## config.mk

```make
export PLATFORM = sky130hd
export DESIGN_NAME = ctl_fetch_responder
export DESIGN_NICKNAME = d
export VERILOG_FILES = /design/src/rtl/ctl_fetch_responder.sv
export SDC_FILE = /design/constraint.sdc
export NUM_CORES = 1
export LEC_CHECK = 0
export ABC_AREA = 0
export CAP_MARGIN = 5
export CORE_ASPECT_RATIO = 1.75
export CORE_MARGIN = 1.5
export CORE_UTILIZATION = 39
export DETAILED_ROUTE_END_ITERATION = 10
export PLACE_DENSITY = 0.81
export SLEW_MARGIN = 20
export SYNTH_ARGS = -nofsm -noshare
export SYNTH_HDL_FRONTEND = slang
export SYNTH_SLANG_ARGS = --single-unit
```

## constraint.sdc

```tcl
create_clock -name clk -period 2.55 [get_ports clk]
set_input_delay 0.255 -clock clk [delete_from_list [all_inputs] [get_ports clk]]
set_output_delay 0.255 -clock clk [all_outputs]
set_load 0.005 [all_outputs]
```

## src/rtl/ctl_fetch_responder.sv

```systemverilog
// ctl_fetch_responder
//   Control-bus responder for program-counter instruction fetches. A
//   CTL_READ_ADDR opcode in IDLE latches an address. The responder then
//   returns the 4-byte word at that address, one byte per cycle and
//   little-endian, on bus_data_out/bus_valid. pc_inhibit stalls the PC for
//   the whole transfer. A re-issue of the address that was last accepted
//   (the PC is held by pc_inhibit) is not treated as a new request.
//
//   Optional feature macro: CTL_WRITE_EN
//     Enables single-byte writes with opcode CTL_WRITE_BYTE. When the macro
//     is undefined the memory is read-only and that opcode is ignored.
//
// Ports
//   clk           in   1   clock; all state changes on posedge
//   reset         in   1   asynchronous, active-low reset
//   ctl_op_in     in   8   control opcode (held by the requester, not pulsed)
//   ctl_data_in   in   64  control payload (read address / write addr+data)
//   bus_data_out  out  8   returned instruction byte
//   bus_valid     out  1   bus_data_out carries a valid byte this cycle
//   pc_inhibit    out  1   PC stall; high for the whole 5-cycle transfer
//   busy          out  1   FSM not in IDLE
//   err           out  1   range error for the last accepted request
module ctl_fetch_responder #(
  parameter logic [7:0]  CTL_READ_ADDR  = 8'h02,
  parameter logic [7:0]  CTL_WRITE_BYTE = 8'h03,
  parameter int unsigned ADDR_W         = 17,
  parameter int unsigned MEM_BYTES      = 256,
  parameter              INIT_FILE      = ""
) (
  input  logic        clk,
  input  logic        reset,
  input  logic [7:0]  ctl_op_in,
  input  logic [63:0] ctl_data_in,
  output logic [7:0]  bus_data_out,
  output logic        bus_valid,
  output logic        pc_inhibit,
  output logic        busy,
  output logic        err
);

  localparam int unsigned IDX_W = (MEM_BYTES > 1) ? $clog2(MEM_BYTES) : 1;
  localparam logic [ADDR_W-1:0] LAST_WORD = ADDR_W'(MEM_BYTES - 4);
  localparam logic [ADDR_W-1:0] LAST_BYTE = ADDR_W'(MEM_BYTES - 1);

  localparam logic [1:0] S_IDLE = 2'd0;
  localparam logic [1:0] S_SEND = 2'd1;
  localparam logic [1:0] S_DONE = 2'd2;

  logic [1:0]        state;
  logic [1:0]        cnt;
  logic [ADDR_W-1:0] addr_q;
  logic [ADDR_W-1:0] last_addr;
  logic              last_valid;

  logic [7:0] mem [MEM_BYTES];

  logic [ADDR_W-1:0] req_addr;
  logic              rd_accept;
  logic [ADDR_W-1:0] rd_addr;
  logic [7:0]        rd_byte;
  logic              wr_req;
  logic              wr_in_range;

  always_comb begin
    req_addr  = ctl_data_in[ADDR_W-1:0];
    rd_accept = (state == S_IDLE) && (ctl_op_in == CTL_READ_ADDR) &&
                (!last_valid || (req_addr != last_addr));
    // Address sum stays in ADDR_W bits. err already flags any word that
    // would run past the end of memory, so the truncated index below is
    // only used for in-range addresses.
    rd_addr   = addr_q + ADDR_W'(cnt);
    rd_byte   = err ? '0 : mem[rd_addr[IDX_W-1:0]];
  end

`ifdef CTL_WRITE_EN
  logic [ADDR_W-1:0] wr_addr;

  always_comb begin
    wr_addr     = ctl_data_in[ADDR_W+7:8];
    wr_req      = (state == S_IDLE) && (ctl_op_in == CTL_WRITE_BYTE);
    wr_in_range = (wr_addr <= LAST_BYTE);
  end

  // Memory is not reset. A held write opcode rewrites the same byte on
  // every edge, which is harmless.
  always_ff @(posedge clk) begin
    if (wr_req && wr_in_range) begin
      mem[wr_addr[IDX_W-1:0]] <= ctl_data_in[7:0];
    end
  end

  logic unused_bits;
  assign unused_bits = ^{ctl_data_in[63:ADDR_W+8], rd_addr[ADDR_W-1:IDX_W],
                         wr_addr[ADDR_W-1:IDX_W]};
`else
  always_comb begin
    wr_req      = 1'b0;
    wr_in_range = 1'b0;
  end

  logic unused_bits;
  assign unused_bits = ^{ctl_data_in[63:ADDR_W], rd_addr[ADDR_W-1:IDX_W],
                         CTL_WRITE_BYTE};
`endif

  always_ff @(posedge clk or negedge reset) begin
    if (!reset) begin
      state        <= S_IDLE;
      cnt          <= '0;
      addr_q       <= '0;
      last_addr    <= '0;
      last_valid   <= 1'b0;
      bus_data_out <= '0;
      bus_valid    <= 1'b0;
      pc_inhibit   <= 1'b0;
      busy         <= 1'b0;
      err          <= 1'b0;
    end else begin
      case (state)
        S_IDLE: begin
          if (rd_accept) begin
            addr_q     <= req_addr;
            last_addr  <= req_addr;
            last_valid <= 1'b1;
            pc_inhibit <= 1'b1;
            busy       <= 1'b1;
            err        <= (req_addr > LAST_WORD);
            cnt        <= '0;
            state      <= S_SEND;
          end else if (wr_req) begin
            // A write may change the word behind last_addr, so the next
            // read of that address must be treated as a fresh request.
            last_valid <= 1'b0;
            err        <= !wr_in_range;
          end
        end
        S_SEND: begin
          bus_data_out <= rd_byte;
          bus_valid    <= 1'b1;
          cnt          <= cnt + 2'd1;
          if (cnt == 2'd3) begin
            state <= S_DONE;
          end
        end
        S_DONE: begin
          bus_valid  <= 1'b0;
          pc_inhibit <= 1'b0;
          busy       <= 1'b0;
          state      <= S_IDLE;
        end
        default: begin
          state <= S_IDLE;
        end
      endcase
    end
  end

endmodule

```

After elaboration in Yosys (flattened, before gate mapping)
Index checks and enable logic that the tools add are counted.
{"block": "word_totals", "register_bits": 33, "input_bits": 74, "output_inout_bits": 12, "word_cells": 38}
{"block": "classes", "addsub": 1, "n_lt_le_gt_ge": 1, "eq_ne": 7, "muxes": 9, "reduce_logical": 12}
{"cell": "$gt A17 B8 Y1 const B", "n": 1}
{"cell": "$ne A17 B17 Y1", "n": 1}
{"cell": "$eq A8 B2 Y1 const B", "n": 1}
{"cell": "$mux W8", "n": 1}
{"cell": "$pmux W2 S2", "n": 2}
{"cell": "$reduce_and A2 Y1", "n": 4}
{"cell": "$mux W2", "n": 3}
{"cell": "$reduce_bool A2 Y1", "n": 3}
{"cell": "$eq A2 B2 Y1 const B", "n": 2}
{"cell": "$ne A2 B2 Y1 const B", "n": 2}
{"cell": "$pmux W1 S2", "n": 2}
{"cell": "$add A2 B1 Y2 const B", "n": 1}
{"cell": "$eq A2 B1 Y1 const B", "n": 1}
{"cell": "$logic_and A1 B1 Y1", "n": 2}
{"cell": "$logic_not A2 Y1", "n": 1}
{"cell": "$logic_not A1 Y1", "n": 1}
{"cell": "$logic_or A1 B1 Y1", "n": 1}
{"cell": "$mux W1", "n": 1}

Depth between registers and ports, before layout
Gate-level depths: netlist (run 1).
{"block": "depth", "ltp_word": 5, "ltp_mapped": 8, "mapped_depth_nobuf": 7}

Least setup slack after synthesis (run 1)
OpenSTA, ideal clock, no wires.
{"block": "synth_path", "path_type": "register to register", "from": "register state[1]", "to": "register cnt[0]", "setup_time_ns": 0.131, "arrival_ns": 1.681, "required_time_ns": 2.419, "slack_ns": 0.737, "path_stages_with_launch": 8, "n_path_buf": 1, "synth_period_minus_slack_ns": 1.813, "cell_sequence": "dfrtp_1 -> inv_1 -> ha_1 -> clkbuf_1 -> nand3_1 -> a31o_1 -> o211a_1 -> or3_1"}
{"block": "synth_via", "elab_chain_cells": 5, "elab_cells_between_ends": 8, "cone_classes": "eq/ne: 2; mux: 1; reduce/logical: 5"}
{"element": "start: declaration", "line": "49", "text": "logic [1:0] state;"}
{"element": "start signal: assignment", "line": "108", "text": "state <= S_IDLE;"}
{"element": "start signal: assignment", "line": "129", "text": "state <= S_SEND;"}
{"element": "start signal: assignment", "line": "142", "text": "state <= S_DONE;"}
{"element": "$logic_not A2 Y1", "line": "66, 119"}
{"element": "$logic_and A1 B1 Y1 (2 in a row)", "line": "66", "text": "rd_accept = (state == S_IDLE) && (ctl_op_in == CTL_READ_ADDR) &&"}
{"element": "$ne A2 B2 Y1 (no source line)"}
{"element": "$reduce_and A2 Y1 (no source line)"}
{"element": "end signal: assignment", "line": "140", "text": "cnt <= cnt + 2'd1;"}
{"element": "end: declaration", "line": "50", "text": "logic [1:0] cnt;"}
Parallel ways exist; a longest one is shown, timed or not.
A chain may end at the register's enable or synchronous reset.

Worst setup path after layout (run 1)
{"block": "layout_path", "from": "input port ctl_op_in[0]", "to": "register err"}
{"block": "layout_via", "elab_chain_cells": 4}
{"element": "start: declaration", "line": "32", "text": "input logic [7:0] ctl_op_in,"}
{"element": "$eq A8 B2 Y1", "line": "66"}
{"element": "$logic_and A1 B1 Y1 (2 in a row)", "line": "66"}
{"element": "$reduce_and A2 Y1 (no source line)"}
{"element": "end signal: assignment", "line": "127", "text": "err <= (req_addr > LAST_WORD);"}
{"element": "end signal: assignment", "line": "134", "text": "err <= !wr_in_range;"}
{"element": "end: declaration", "line": "38", "text": "output logic err"}
Every way passes these cells.

==> flow_metrics.tcl, run 1 <==
set metrics [dict create \
    vias 1028 \
    die_h_um 86.2 \
    dpl_cell_area_um2 1860 \
    postLayoutCellArea_um2 1910 \
    track_usage_pct 14.3 \
    clk_pin_slew_ns 0.08 \
    netlist.area_leader.share_pct 40.5 \
    cts_tree "built" \
    pwr-share-comb_pct 30.9 \
    final_common_cell "clkdlybuf4s50_1" \
    max_stage_delay_ns 0.71 \
    drive_above_1_share_pct 18.6 \
    ant_nets 0 \
    io-pin-count 86 \
    start_util_pct 40.3 \
    diodes 0 \
    vias_per_cell 4.92 \
    power_leakage_nw 0.824 \
    mostFrequentLayoutCells "30 x clkdlybuf4s50_1, 25 x dfrtp_1, 18 x mux2_4, 13 x xnor2_1, 8 x conb_1" \
    wl_per_cell_um 13.4 \
    antenna_found_initial 0 \
    p_clk_share_pct 21.7 \
    end_kind "register" \
    worstPathArrival_ns 2.37 \
    status "complete, no violations" \
    cts_setup_buffers 0 \
    yosysSeqAreaShare_pct 40.5 \
    slew_violations 0 \
    min_path_type "input port to async pin" \
    netlist_area_um2 1540 \
    yosys.cell_types.count 38 \
    path_delay_family "compound AO/OA/AOI/OAI gates" \
    place_congestion 0.733 \
    hold_buffers 0 \
    relSlewSlack_pct 41.8 \
    ir_drop_mv 0.316 \
    grt_first_pass_wirelength_um 4730 \
    ys_seq_elements 25 \
    rsz0062_at_grt "false" \
    finalCritPeriodShare_pct 86.8 \
    seq_power_share_pct 47.4 \
    numCtsBuffers 3 \
    crit_slowest_cell "a21oi_4" \
    hold_viol 0 \
    worst-setup-path-type "input port to register" \
    clock_path_buffers 2 \
    finalWorstSetupSlack_ns 0.335 \
    clk_latency_ns 0.26 \
    syn_inst 128 \
    nets 240 \
    yosys-top-cells-area "dfrtp_1 41%, mux2_4 18%, xnor2_1 7.4%, buf_4 4.4%, ha_1 3.2%" \
    rows 30 \
    dieWidth_um 50.6 \
    utilization_pct 49.8 \
    tightest_slew_ns 0.871 \
    final_cells 209 \
    p_sw_share_pct 27.7 \
    grt_pass1_vias 1058 \
    area_growth_pct 23.6 \
    p_switching_uw 292 \
    grt_remaining_overflow 0 \
    port_buffers 30 \
    skew_ns 0.00186 \
    dp_hpwl_um 2220 \
    worstPathRequired_ns 2.70 \
    max_freq_mhz 452 \
    cts-resized-gates 0 \
    yosys_warnings 0 \
    maxCapViolCount 0 \
    grt_max_degree 26 \
    setup_violations 0 \
    core_um2 3830 \
    initialDrtViolationCount 14 \
    period_needed_ns 2.21 \
    htreeDepth 1 \
    preCtsSetupSlack_ns -0.0145 \
    worstSetupStartpointType "input port" \
    critPathMaxFanout 20 \
    finalWirelength_um 2810 \
    drc 0 \
    clock_sinks 25 \
    syn_area_per_cell_um2 12.1 \
    first_pass_iters 4 \
    path_buf_inv 1 \
    r2r_setup_slack_ns 0.48 \
    placed_cells 205 \
    root_buffer "clkbuf_8" \
    synth_top_area_cell "dfrtp_1" \
    dieArea_um2 4360 \
    p_per_area_nw_per_um2 552 \
    power_mw 1.05 \
    intPower_uw 762 \
    crit_path_cell_trace "clkdlybuf4s50_1 > nor4b_1 > nand3_1 > a21oi_4 > mux2_4" \
]
routing by layer:
metal	up-vias	track usage [%]	wire length, um
met5	-	0	0
met4	0	4.42	31
met3	5	1.90	115
met2	28	27.8	1560
met1	489	15.5	1100
li1	506	-	-
Yosys cell counts:
| master | instances |
|---|---|
| a311oi_1 | 1 |
| nor4_2 | 1 |
| nor4_1 | 2 |
| a21boi_0 | 3 |
| xnor2_1 | 13 |
| o32ai_1 | 1 |
| a21o_1 | 1 |
| nor3_4 | 1 |
| o2111ai_1 | 1 |
| a21oi_1 | 2 |
| o211ai_1 | 1 |
| nand3_1 | 3 |
| clkbuf_1 | 1 |
| conb_1 | 1 |
| nand2b_1 | 1 |
| o31a_1 | 1 |
| mux2i_1 | 1 |
| nor4b_1 | 1 |
| nor2_1 | 4 |
| inv_1 | 5 |
| xor2_1 | 4 |
| a2bb2oi_1 | 1 |
| and4_2 | 1 |
| dfrtp_1 | 25 |
| nand4_1 | 6 |
| o211a_1 | 1 |
| and2_1 | 1 |
| a21oi_4 | 1 |
| or3_1 | 3 |
| buf_6 | 3 |
| nand2_1 | 2 |
| or2b_1 | 1 |
| a31o_1 | 1 |
| and3_1 | 1 |
| buf_4 | 9 |
| nor3_1 | 1 |
| ha_1 | 4 |
| mux2_4 | 18 |
kinds of logic after synthesis:
| group | count (synthesis) | synth area share [%] |
|---|---|---|
| flip-flops | 25 | 40.5 |
| AND/OR/NAND/NOR | 29 | 12.0 |
| XOR/XNOR | 17 | 9.64 |
| multiplexers | 19 | 18.2 |
| adder cells (fa/ha/maj) | 4 | 3.24 |
| buffers and inverters | 18 | 8.02 |
| AO/OA/AOI/OAI | 15 | 8.19 |
| other | 1 | 0.243 |
path summary, 6_finish.rpt:
kind / start / end / cells after the start
setup / recovery: ctl_op_in[0] / err / 5
hold / removal: reset / cnt[0] / 2
setup reg to reg: last_addr[13] / err / 5
hold reg to reg: last_valid / last_valid / 1
max in group asynchronous: reset / last_addr[11] / 2
min in group clk: last_valid / last_valid / 1
state kept, by name, summed over array words and instances (netlist names):
name / flops
cnt: 2
last_addr: 17
bus_valid: 1
last_valid: 1
state: 2
err: 1
busy: 1
power by group through the flow:
stage | combinational [mW] | sequential [mW] | clock [mW]
floorplan | 0.210 | 0.500 | 0
global placement | 0.322 | 0.507 | 0
detailed placement | 0.329 | 0.509 | 0
CTS | 0.330 | 0.501 | 0.235
global route | 0.362 | 0.508 | 0.255
finish | 0.326 | 0.500 | 0.229
cell type report:
cell class,instances,area (um2)
clock buffer,4,45.0
fill,367,1920
inverter,5,18.8
timing repair buffer,35,338
multi-input combinational,92,821
sequential,25,626
tap,48,60.1
stage by stage:
step	hold WS (ns)	setup TNS, ns
after global routing	0.371	0
after CTS	0.356	0
after global placement	0.475	0
after detailed placement	0.472	-0.181
after floorplan	-0.0406	0
final	0.345	0
No activity file was read; power rests on OpenSTA's default activity.
==> inputs of run 2 (changes only) <==
--- a/config.mk
+++ b/config.mk
@@ -9,9 +9,10 @@
 export CAP_MARGIN = 5
 export CORE_ASPECT_RATIO = 1.75
 export CORE_MARGIN = 1.5
-export CORE_UTILIZATION = 39
+export CORE_UTILIZATION = 40
+export CTS_BUF_LIST = sky130_fd_sc_hd__clkbuf_4 sky130_fd_sc_hd__clkbuf_8
 export DETAILED_ROUTE_END_ITERATION = 10
-export PLACE_DENSITY = 0.81
+export PLACE_DENSITY = 0.83
 export SLEW_MARGIN = 20
 export SYNTH_ARGS = -nofsm -noshare
 export SYNTH_HDL_FRONTEND = slang
==> flow_metrics.tcl, run 2 (synthesis results as in run 1) <==
set metrics [dict create \
    status "complete, no violations" \
    final_common_cell "clkdlybuf4s50_1" \
    ir_drop_mv 0.307 \
    end_kind "register" \
    finalWorstSetupSlack_ns 0.253 \
    largestRegisters "last_addr (17), cnt (2), state (2)" \
    dpl_cell_area_um2 1850 \
    dieWidth_um 50.0 \
    clock_sinks 25 \
    max_freq_mhz 435 \
    fin_tns_setup_ns 0 \
    ant_nets 0 \
    grt_first_pass_wirelength_um 4770 \
    cts_tree "built" \
    worstPathRequired_ns 2.71 \
    clock_path_buffers 2 \
    area_growth_pct 22.5 \
    drc 0 \
    antenna_found_initial 0 \
    root_buffer "clkbuf_8" \
    track_usage_pct 14.5 \
    vias 1048 \
    initialDrtViolationCount 19 \
    io-pin-count 86 \
    vias_per_cell 5.11 \
    dieArea_um2 4260 \
    maxCapViolCount 0 \
    utilization_pct 51.6 \
    numCtsBuffers 3 \
    dp_hpwl_um 2250 \
    cts-resized-gates 0 \
    placed_cells 201 \
    regMostFlops "last_addr" \
    start_util_pct 42.1 \
    grt_pass1_vias 1071 \
    port_buffers 30 \
    p_per_area_nw_per_um2 553 \
    power_mw 1.05 \
    hold_viol 0 \
    diodes 0 \
    worst-setup-path-type "input port to register" \
    min_path_type "input port to async pin" \
    wl_per_cell_um 13.9 \
    critPathMaxFanout 20 \
    clk_pin_slew_ns 0.08 \
    r2r_setup_slack_ns 0.35 \
    worstPathArrival_ns 2.45 \
    finalWirelength_um 2850 \
    rows 29 \
    htreeDepth 1 \
    mostFrequentLayoutCells "30 x clkdlybuf4s50_1, 25 x dfrtp_1, 18 x mux2_4, 13 x xnor2_1, 8 x conb_1" \
    first_pass_iters 4 \
    rsz0062_at_grt "false" \
    preCtsSetupSlack_ns -0.0594 \
    nets 238 \
    skew_ns 0.00223 \
    finalCritPeriodShare_pct 90.1 \
    grt_max_degree 26 \
    period_needed_ns 2.30 \
    tightest_slew_ns 0.867 \
    whs_ns 0.352 \
    power_leakage_nw 0.817 \
    largest_reg_flops 17 \
    worstSetupStartpointType "input port" \
    relSlewSlack_pct 42.1 \
    clk_latency_ns 0.27 \
    final_cells 205 \
    die_h_um 85.2 \
    drive_above_1_share_pct 18.2 \
    core_um2 3660 \
    slew_violations 0 \
    place_congestion 0.804 \
    cts_setup_buffers 0 \
    postLayoutCellArea_um2 1890 \
    grt_remaining_overflow 0 \
    hold_buffers 0 \
    setup_violations 0 \
]
run 2: cell types whose count changed in the layout (fill, tap and decap cells not counted):
cell / before / now
clkinv_2: 0 / 1
buf_4: 5 / 3
clkbuf_1: 1 / 0
run 2: area by class of cell:
type	count	area (um2)
Fill cell	310	1770
Tap cell	46	57.6
Timing Repair Buffer	33	323
Clock inverter	1	5.00
Inverter	5	18.8
Multi-Input combinational cell	92	821
Sequential cell	25	626
Clock buffer	3	41.3
run 2: report_power, final:
part           switching, mW  total (mW)  internal [mW]
Sequential            0.0466       0.502          0.456
Clock                  0.120       0.229          0.109
Combinational          0.128       0.315          0.188
run 2: final timing paths:
path                                  from           end  depth (start not counted)
min reg2reg                     last_valid    last_valid                          1
max                        ctl_data_in[13]  last_addr[0]                          6
min                                  reset        cnt[0]                          2
max reg2reg                       state[1]  last_addr[0]                          5
min in group clk                last_valid    last_valid                          1
max in group asynchronous            reset      state[0]                          2
run 2: metal layers:
layer / wire, um / GRT usage, %
met1: 1190 / 17.6
met2: 1480 / 24.8
met3: 120 / 2.64
met4: 63 / 5.81
met5: 0 / 0
run 2: critical path: stages:
cell	delay (ns)
clkdlybuf4s50_1	0.52
xor2_1	0.29
nor4_2	0.10
and3_1	0.22
a21oi_4	0.70
mux2_4	0.36
==> inputs of run 3 (changes only) <==
--- a/config.mk
+++ b/config.mk
@@ -9,10 +9,10 @@
 export CAP_MARGIN = 5
 export CORE_ASPECT_RATIO = 1.75
 export CORE_MARGIN = 1.5
-export CORE_UTILIZATION = 40
+export CORE_UTILIZATION = 36
 export CTS_BUF_LIST = sky130_fd_sc_hd__clkbuf_4 sky130_fd_sc_hd__clkbuf_8
 export DETAILED_ROUTE_END_ITERATION = 10
-export PLACE_DENSITY = 0.83
+export PLACE_DENSITY = 0.79
 export SLEW_MARGIN = 20
 export SYNTH_ARGS = -nofsm -noshare
 export SYNTH_HDL_FRONTEND = slang
==> constraint.sdc (replaced) <==
create_clock -name clk -period 1.8 [get_ports clk]
set_input_delay 0.18 -clock clk [delete_from_list [all_inputs] [get_ports clk]]
set_output_delay 0.18 -clock clk [all_outputs]
set_load 0.005 [all_outputs]
==> flow_metrics.tcl, run 3 (synthesis results as in run 1) <==
set metrics [dict create \
    status "complete, no violations" \
    vias_per_cell 4.93 \
    pwr-share-comb_pct 32.1 \
    mostFrequentLayoutCells "30 x clkdlybuf4s50_1, 25 x dfrtp_1, 23 x buf_4, 18 x mux2_4, 13 x xnor2_1" \
    track_usage_pct 14.6 \
    min_path_type "input port to async pin" \
    crit_start "last_addr[3]" \
    largest_reg_flops 17 \
    clock_sinks 25 \
    p_sw_share_pct 27.2 \
    reg2regPathDepth 6 \
    dp_hpwl_um 2510 \
    p_switching_uw 417 \
    worstPathArrival_ns 1.92 \
    diodes 0 \
    root_buffer "clkbuf_8" \
    clk_pin_slew_ns 0.08 \
    die_h_um 89.6 \
    antenna_found_initial 0 \
    core_um2 4110 \
    dieWidth_um 52.5 \
    grt_first_pass_wirelength_um 5110 \
    grt_pass1_vias 1151 \
    r2r_setup_slack_ns 0.02 \
    max_freq_mhz 563 \
    finalWorstSetupSlack_ns 0.0245 \
    setup_violations 0 \
    p_per_area_nw_per_um2 735 \
    initialDrtViolationCount 20 \
    place_congestion 0.759 \
    utilization_pct 50.7 \
    maxCapViolCount 0 \
    first_pass_iters 4 \
    seq_power_share_pct 46.4 \
    grt_remaining_overflow 0 \
    critPathMaxFanout 4 \
    rows 31 \
    p_clk_share_pct 21.5 \
    ir_drop_mv 0.483 \
    drc 0 \
    hold_viol 0 \
    period_needed_ns 1.78 \
    area_growth_pct 35.0 \
    htreeDepth 1 \
    r2r_end "last_addr[6]" \
    rsz0062_at_grt "true" \
    crit_path_cell_trace "xor2_1 > nor4_2 > and3_4 > a21oi_4 > buf_4 > mux2_4" \
    r2r_start "last_addr[3]" \
    max_stage_delay_ns 0.39 \
    power_leakage_nw 0.924 \
    numCtsBuffers 3 \
    wl_per_cell_um 13.3 \
    regMostFlops "last_addr" \
    drive_above_1_share_pct 29.4 \
    skew_ns 0.00154 \
    worstSetupStartpointType "register" \
    cts_setup_buffers 0 \
    finalCritPeriodShare_pct 98.6 \
    end_kind "register" \
    port_buffers 30 \
    dieArea_um2 4710 \
    nets 259 \
    clock_path_buffers 2 \
    worstPathRequired_ns 1.95 \
    worst-setup-path-type "register to register" \
    preCtsSetupSlack_ns -0.304 \
    vias 1130 \
    slew_violations 0 \
    start_util_pct 37.6 \
    final_common_cell "clkdlybuf4s50_1" \
    finalWirelength_um 3060 \
    crit_slowest_cell "dfrtp_1" \
    grt_max_degree 26 \
    cts_tree "built" \
    ant_nets 0 \
    io-pin-count 86 \
    clk_latency_ns 0.26 \
    intPower_mw 1.12 \
    largestRegisters "last_addr (17), cnt (2), state (2)" \
]
## run 3: changes by cell type in the layout (fill, tap and decap cells not counted)
cell / before / now
buf_12: 0 / 1
and3_1: 1 / 0
nor4b_2: 0 / 1
nand3_1: 3 / 2
and3_4: 0 / 1
nand3_2: 0 / 1
clkinv_2: 1 / 0
clkbuf_4: 0 / 1
nor4b_1: 1 / 0
buf_4: 3 / 23
## run 3: what timing repair did
| item | 4_1_cts | 5_1_grt |
|---|---|---|
| hold buffers | 0 | 0 |
| resized for setup | 1 | 1 |
| pin swaps | 1 | 0 |
| endpoints found under the setup margin | 19 | 21 |
## run 3: metal layers
layer / GRT usage, % / vias to the layer above / wire (um)
li1: - / 542 / -
met1: 15.0 / 552 / 1070
met2: 29.5 / 34 / 1830
met3: 0.993 / 2 / 123
met4: 4.90 / 0 / 29
met5: 0 / - / 0
## run 3: per-stage QoR
stage | instance area, um2 | setup TNS [ns] | instances | power, mW | hold slack, ns
final | 2080 | 0 | 229 | 1.53 | 0.276
after global routing | 2080 | -1.62 | 229 | 1.64 | 0.305
after CTS | 2080 | 0 | 229 | 1.56 | 0.285
after detailed placement | 2020 | -6.44 | 225 | 1.22 | 0.474
after global placement | 2020 | -5.82 | 225 | 1.21 | 0.482
after floorplan | 1580 | 0 | 135 | 1.01 | -0.116
## run 3: worst max-delay path by stage
| stage | to | slack, ns | cells after the start |
|---|---|---|---|
| 6_report | last_addr[6] | 0.02 | 6 |
| 5_1_grt | last_addr[8] | -0.09 | 6 |
| 4_1_cts | last_addr[12] | 0.003 | 6 |
| 3_5_place_dp | last_addr[0] | -0.30 | 7 |
| 3_3_place_gp | cnt[0] | -0.27 | 7 |
| 2_1_floorplan | cnt[0] | 0.04 | 7 |
## run 3: critical path, delay by kind of cell (launching register included)
family,cells,cell delay [ns]
xor+xnor,1,0.17
compound gates,1,0.07
flops,1,0.39
buf+inv,1,0.17
simple gates,2,0.57
mux,1,0.30
## run 3: layout make-up
type | count | area (um2)
inverter | 5 | 18.8
timing repair buffer | 54 | 493
sequential | 25 | 626
tap | 49 | 61.3
clock buffer | 4 | 48.8
fill | 392 | 2030
multi-input combinational | 92 | 837
## run 3: power groups by stage
| stage | Sequential (mW) | Clock (mW) | Combinational (mW) |
|---|---|---|---|
| 2_1_floorplan | 0.708 | 0 | 0.300 |
| 3_3_place_gp | 0.720 | 0 | 0.490 |
| 3_5_place_dp | 0.722 | 0 | 0.497 |
| 4_1_cts | 0.713 | 0.344 | 0.501 |
| 5_1_grt | 0.723 | 0.374 | 0.543 |
| 6_report | 0.711 | 0.330 | 0.492 |
